--- src/rtl/spi_tx_if.sv ---
// Bundle between game logic and the SPI transmitter: word/trigger in, three-wire link plus status out.
// master = transmitter side, slave = the logic that feeds it and watches the link.
interface spi_tx_if #(
  parameter int DATA_WIDTH = 32
);
  logic [DATA_WIDTH-1:0] data_in;
  logic                  trigger_in;
  logic                  data_out;
  logic                  data_clk_out;
  logic                  sel_out;
  logic                  busy_out;
  logic                  done_out;

  modport master (
    input  data_in, trigger_in,
    output data_out, data_clk_out, sel_out, busy_out, done_out
  );

  modport slave (
    output data_in, trigger_in,
    input  data_out, data_clk_out, sel_out, busy_out, done_out
  );
endinterface

--- src/rtl/spi_tx.sv ---
// SPI mode-0 master: one DATA_WIDTH word per accepted trigger, MSB first, then a HALF-cycle deselected gap.
// Frame takes 2*HALF*W + HALF cycles; triggers while busy are dropped (no queueing, no backpressure).
module spi_tx #(
  parameter int DATA_WIDTH      = 32,
  parameter int DATA_CLK_PERIOD = 8
) (
  input  logic     clk_pixel_in,
  input  logic     rst_in,
  spi_tx_if.master bus
);
  localparam int HALF = DATA_CLK_PERIOD / 2;
  localparam int CW   = (HALF > 1) ? $clog2(HALF) : 1;
  localparam int BW   = $clog2(DATA_WIDTH + 1);
  localparam logic [CW-1:0] HALF_LAST = CW'(HALF - 1);
  localparam logic [BW-1:0] BITS      = BW'(DATA_WIDTH);

  typedef enum logic [1:0] {
    IDLE,
    SHIFT,
    GAP
  } state_e;

  state_e                state_q, state_d;
  logic [DATA_WIDTH-1:0] shift_q, shift_d;
  logic [CW-1:0]         half_cnt_q, half_cnt_d;
  logic [BW-1:0]         bit_cnt_q, bit_cnt_d;
  logic                  data_q, data_d;
  logic                  sclk_q, sclk_d;
  logic                  sel_q, sel_d;
  logic                  busy_q, busy_d;
  logic                  done_q, done_d;

  logic [DATA_WIDTH-1:0] shifted;
  logic [BW-1:0]         bit_cnt_inc;

  always_ff @(posedge clk_pixel_in) begin
    if (rst_in) begin
      state_q    <= IDLE;
      shift_q    <= '0;
      half_cnt_q <= '0;
      bit_cnt_q  <= '0;
      data_q     <= 1'b0;
      sclk_q     <= 1'b0;
      sel_q      <= 1'b1;
      busy_q     <= 1'b0;
      done_q     <= 1'b0;
    end else begin
      state_q    <= state_d;
      shift_q    <= shift_d;
      half_cnt_q <= half_cnt_d;
      bit_cnt_q  <= bit_cnt_d;
      data_q     <= data_d;
      sclk_q     <= sclk_d;
      sel_q      <= sel_d;
      busy_q     <= busy_d;
      done_q     <= done_d;
    end
  end

  always_comb begin
    state_d     = state_q;
    shift_d     = shift_q;
    half_cnt_d  = half_cnt_q;
    bit_cnt_d   = bit_cnt_q;
    data_d      = data_q;
    sclk_d      = sclk_q;
    sel_d       = sel_q;
    busy_d      = busy_q;
    done_d      = 1'b0;
    shifted     = shift_q << 1;
    bit_cnt_inc = bit_cnt_q + 1'b1;

    case (state_q)
      IDLE: begin
        if (bus.trigger_in) begin
          shift_d    = bus.data_in;
          data_d     = bus.data_in[DATA_WIDTH-1];
          sel_d      = 1'b0;
          busy_d     = 1'b1;
          half_cnt_d = '0;
          bit_cnt_d  = '0;
          sclk_d     = 1'b0;
          state_d    = SHIFT;
        end
      end

      SHIFT: begin
        if (half_cnt_q == HALF_LAST) begin
          half_cnt_d = '0;
          sclk_d     = ~sclk_q;
          // Data only moves on the falling edge so it is centred on the receiver's rising-edge sample.
          if (sclk_q) begin
            bit_cnt_d = bit_cnt_inc;
            if (bit_cnt_inc < BITS) begin
              shift_d = shifted;
              data_d  = shifted[DATA_WIDTH-1];
            end else begin
              sel_d   = 1'b1;
              data_d  = 1'b0;
              state_d = GAP;
            end
          end
        end else begin
          half_cnt_d = half_cnt_q + 1'b1;
        end
      end

      GAP: begin
        if (half_cnt_q == HALF_LAST) begin
          half_cnt_d = '0;
          bit_cnt_d  = '0;
          busy_d     = 1'b0;
          done_d     = 1'b1;
          state_d    = IDLE;
        end else begin
          half_cnt_d = half_cnt_q + 1'b1;
        end
      end

      default: begin
        state_d = IDLE;
        sel_d   = 1'b1;
        sclk_d  = 1'b0;
        data_d  = 1'b0;
        busy_d  = 1'b0;
      end
    endcase
  end

  assign bus.data_out     = data_q;
  assign bus.data_clk_out = sclk_q;
  assign bus.sel_out      = sel_q;
  assign bus.busy_out     = busy_q;
  assign bus.done_out     = done_q;
endmodule

--- src/flat_wrapper.sv ---
// flat-port wrapper written by rule: the top's interface ports become plain ports
module spi_tx_flat 
#(
  parameter int DATA_WIDTH      = 32,
  parameter int DATA_CLK_PERIOD = 8
)
  (clk_pixel_in, rst_in, bus_data_in, bus_trigger_in, bus_data_out, bus_data_clk_out, bus_sel_out, bus_busy_out, bus_done_out);
  spi_tx_if #(.DATA_WIDTH(DATA_WIDTH)) bus_i ();
  input  logic clk_pixel_in;
  input  logic rst_in;
  input wire logic [$bits(bus_i.data_in)-1:0] bus_data_in;
  input wire logic [$bits(bus_i.trigger_in)-1:0] bus_trigger_in;
  output wire logic [$bits(bus_i.data_out)-1:0] bus_data_out;
  output wire logic [$bits(bus_i.data_clk_out)-1:0] bus_data_clk_out;
  output wire logic [$bits(bus_i.sel_out)-1:0] bus_sel_out;
  output wire logic [$bits(bus_i.busy_out)-1:0] bus_busy_out;
  output wire logic [$bits(bus_i.done_out)-1:0] bus_done_out;
  assign bus_i.data_in = bus_data_in;
  assign bus_i.trigger_in = bus_trigger_in;
  assign bus_data_out = bus_i.data_out;
  assign bus_data_clk_out = bus_i.data_clk_out;
  assign bus_sel_out = bus_i.sel_out;
  assign bus_busy_out = bus_i.busy_out;
  assign bus_done_out = bus_i.done_out;
  spi_tx #(.DATA_WIDTH(DATA_WIDTH), .DATA_CLK_PERIOD(DATA_CLK_PERIOD)) u_core (.clk_pixel_in(clk_pixel_in), .rst_in(rst_in), .bus(bus_i));
endmodule
--- config.mk ---
export PLATFORM = sky130hd
export DESIGN_NAME = spi_tx_flat
export DESIGN_NICKNAME = d
export VERILOG_FILES = /design/src/rtl/spi_tx_if.sv /design/src/rtl/spi_tx.sv /design/src/flat_wrapper.sv
export SDC_FILE = /design/constraint.sdc
export NUM_CORES = 1
export LEC_CHECK = 0
export ABC_AREA = 1
export BUFFER_PORTS_ARGS = -buffer_cell sky130_fd_sc_hd__buf_2
export CAP_MARGIN = 30
export CORE_MARGIN = 2
export CORE_UTILIZATION = 58
export CTS_BUF_LIST = sky130_fd_sc_hd__clkbuf_4
export DETAILED_ROUTE_END_ITERATION = 6
export PLACE_DENSITY_LB_ADDON = 0.05
export SKIP_CTS_REPAIR_TIMING = 1
export SLEW_MARGIN = 25
export SYNTH_ARGS = -nofsm -noshare
export SYNTH_HDL_FRONTEND = slang
export SYNTH_SLANG_ARGS = --single-unit
--- constraint.sdc ---
create_clock -name clk_pixel_in -period 2.3 [get_ports clk_pixel_in]
set_input_delay 0.345 -clock clk_pixel_in [delete_from_list [all_inputs] [get_ports clk_pixel_in]]
set_output_delay 0.345 -clock clk_pixel_in [all_outputs]
set_load 0.03 [all_outputs]
==> flow_metrics.env <==
export IMPL_drive_gt1_share_pct=14.1
export IMPL_cts_tree="yes"
export IMPL_async_flop_share_pct=0
export IMPL_ys_warn_count=0
export IMPL_cts_root_buf="clkbuf_4"
export IMPL_antenna_found_initial=0
export IMPL_ys_top_cells_by_count="119 x nand2_1, 70 x nor2_1, 46 x dfxtp_1"
export IMPL_synthCells=380
export IMPL_synth_area_per_cell_sq_um=6.34
export IMPL_yosys_cell_types_count=23
export IMPL_final_net_count=452
export IMPL_yosysTopAreaCellShare_pct=38.3
export IMPL_totalNegativeSetupSlack_ns=0
export IMPL_grt_pass1_wl_um=7310
export IMPL_overflow=0
export IMPL_slew_headroom_pct=63.5
export IMPL_ys_ff_latch=46
export IMPL_ir_drop_v=0.000922
export IMPL_clock_sinks=46
export IMPL_drc=0
export IMPL_htree_levels=2
export IMPL_worstPathArrival_ns=2.28
export IMPL_worstMarginPinSlew_ns=0.548
export IMPL_drt_wl_total_um=4450
export IMPL_synth_edff_count=0
export IMPL_die_h_um=68.4
export IMPL_cp_max_fo=60
export IMPL_fin_area_sq_mm=0.00266
export IMPL_reg2reg_from="u_core.state_q[1]"
export IMPL_power_density_mw_per_mm2=1180
export IMPL_hold_class="input port to flip-flop"
export IMPL_yosys_top_cells_area="dfxtp_1 38%, nand2_1 19%, nor2_1 11%"
export IMPL_clk_latency_ns=0.36
export IMPL_cp_end_kind="flip-flop"
export IMPL_power_leakage_nw=1.41
export IMPL_rsz0062_at_grt="no"
export IMPL_r2r_cells=11
export IMPL_io_pin_count=40
export IMPL_synth_flop_cell="dfxtp_1"
export IMPL_synthToLayoutAreaGrowth_pct=10.7
export IMPL_cp_required_ns=2.57
export IMPL_finalMaxSlewViolations=0
export IMPL_synth_sequential_area_ratio_pct=38.3
export IMPL_num_vias=2184
export IMPL_synth_nets=421
export IMPL_grt_max_degree=65
export IMPL_period_needed_ns=2.01
export IMPL_routedWlPerCell_um=9.62
export IMPL_critPathKind="flip-flop to flip-flop"
export IMPL_die_x_um=68.4
export IMPL_startpoint="u_core.state_q[1]"
export IMPL_grt_pass1_vias=1812
export IMPL_clk_pin_slew_ns=0.14
export IMPL_drtIter0Drc=126
export IMPL_fmax_mhz=497
export IMPL_start_kind="flip-flop"
export IMPL_ant_nets=0
export IMPL_clockBufferDepth=2
export IMPL_hold_viol_final=0
export IMPL_core_area_sq_mm=0.00400
export IMPL_status="finished clean"
export IMPL_synth_area_leader_cell="dfxtp_1"
export IMPL_crit_path_end="u_core.shift_q[23]"
export IMPL_floorplan_initialDensity_pct=60.2
export IMPL_netlist_area_sq_mm=0.00241
export IMPL_min_period_over_period_pct=87.4
export IMPL_grt_use_total_pct=20.4
export IMPL_viasPerCell=4.73
export IMPL_die_area_sq_mm=0.00468
export IMPL_synth_most_common_cell="nand2_1"
export IMPL_drv_cap=0
export IMPL_port_buffer_count=39
export IMPL_postPlaceCellArea_sq_mm=0.00258
export IMPL_fin_worst_skew_ns=0.0185
export IMPL_rows=23
export IMPL_r2r_end="u_core.shift_q[23]"
export IMPL_gp_congestion=0.835
export IMPL_dp_hpwl_um=3040
export IMPL_setup_violations=0
export IMPL_cts_buffers=5
export IMPL_r2r_setup_slack_ns=0.29
export IMPL_antenna_cells=0
export IMPL_drt_pass1_iterations=4
-- logic make-up after synthesis --
group / synth area share [%]
and+or+nand+nor: 35.3
DFF: 38.3
adders and majority gates: 3.12
xor gates and xnor gates: 1.09
buffers and inverters: 11.7
AOI/OAI and AO/OA: 10.4
-- power by group --
group	internal, W	switching (W)
registers	0.00104	0.0000862
clock network	0.000254	0.000253
logic	0.000479	0.00102
-- stage by stage --
stage	power [W]	cells	setup WS, ns	utilization [%]	hold slack (ns)
2_1_floorplan	0.00249	380	0.697	-	0.424
3_3_place_gp	0.00262	454	0.328	64.5	0.443
3_5_place_dp	0.00265	454	0.296	64.5	0.450
4_1_cts	0.00316	462	0.288	66.6	0.250
5_1_grt	0.00346	462	0.0356	66.6	0.247
6_report	0.00314	462	0.289	66.6	0.254
-- placed cells by master (no fill, tap or decap), drive strengths merged, types with 2 or more instances in the layout --
cell / n
inv: 46
nand3: 17
xor2: 3
dfxtp: 46
buf: 42
ha: 6
o21ai: 34
nor2: 72
clkbuf: 7
nand2: 120
a21oi: 13
nand4: 2
-- registers in the layout, summed over array words and instances (netlist names) --
register and cells:
u_core.bus.data_out 1, u_core.bit_cnt_q 6, u_core.half_cnt_q 2, u_core.shift_q 31, u_core.bus.busy_out 1, u_core.bus.sel_out 1, u_core.state_q 2, u_core.bus.data_clk_out 1
u_core.bus.done_out 1
-- routing by layer --
metal	vias to the layer above	wire (um)	global-route usage (%)
met5	-	0	0
met4	0	55	6.25
met3	6	182	5.26
met2	39	1920	33.4
met1	918	2290	26.1
li1	1221	-	-
-- final cells by class --
| class | instances | area, sq um |
|---|---|---|
| Clock buffer | 7 | 52.6 |
| Clock inverter | 1 | 30.0 |
| Fill cell | 382 | 1340 |
| Inverter | 47 | 176 |
| Multi-Input combinational cell | 269 | 1200 |
| Sequential cell | 46 | 921 |
| Tap cell | 50 | 62.6 |
| Timing Repair Buffer | 42 | 218 |
-- how the worst min path moves through the flow --
stage                                   from              endpoint  depth (start not counted)
after floorplan                       rst_in  u_core.half_cnt_q[0]                          1
after global placement    u_core.bus.sel_out    u_core.bus.sel_out                          2
after detailed placement  u_core.bus.sel_out    u_core.bus.sel_out                          2
after CTS                    bus_data_in[31]   u_core.bus.data_out                          3
after global routing         bus_data_in[31]   u_core.bus.data_out                          3
final                        bus_data_in[31]   u_core.bus.data_out                          3
-- worst max-delay path, cell delays in order (launching register included) --
cell and delay (ns):
dfxtp_1 0.36, inv_1 0.09, ha_1 0.42, inv_2 0.06, nor2_1 0.12, inv_2 0.05, nand3_2 0.10, nor2_4 0.06
nand2_4 0.42, nand2_1 0.11, nand2_1 0.09, nor2_1 0.04
Power figures use the tool's default switching activity.
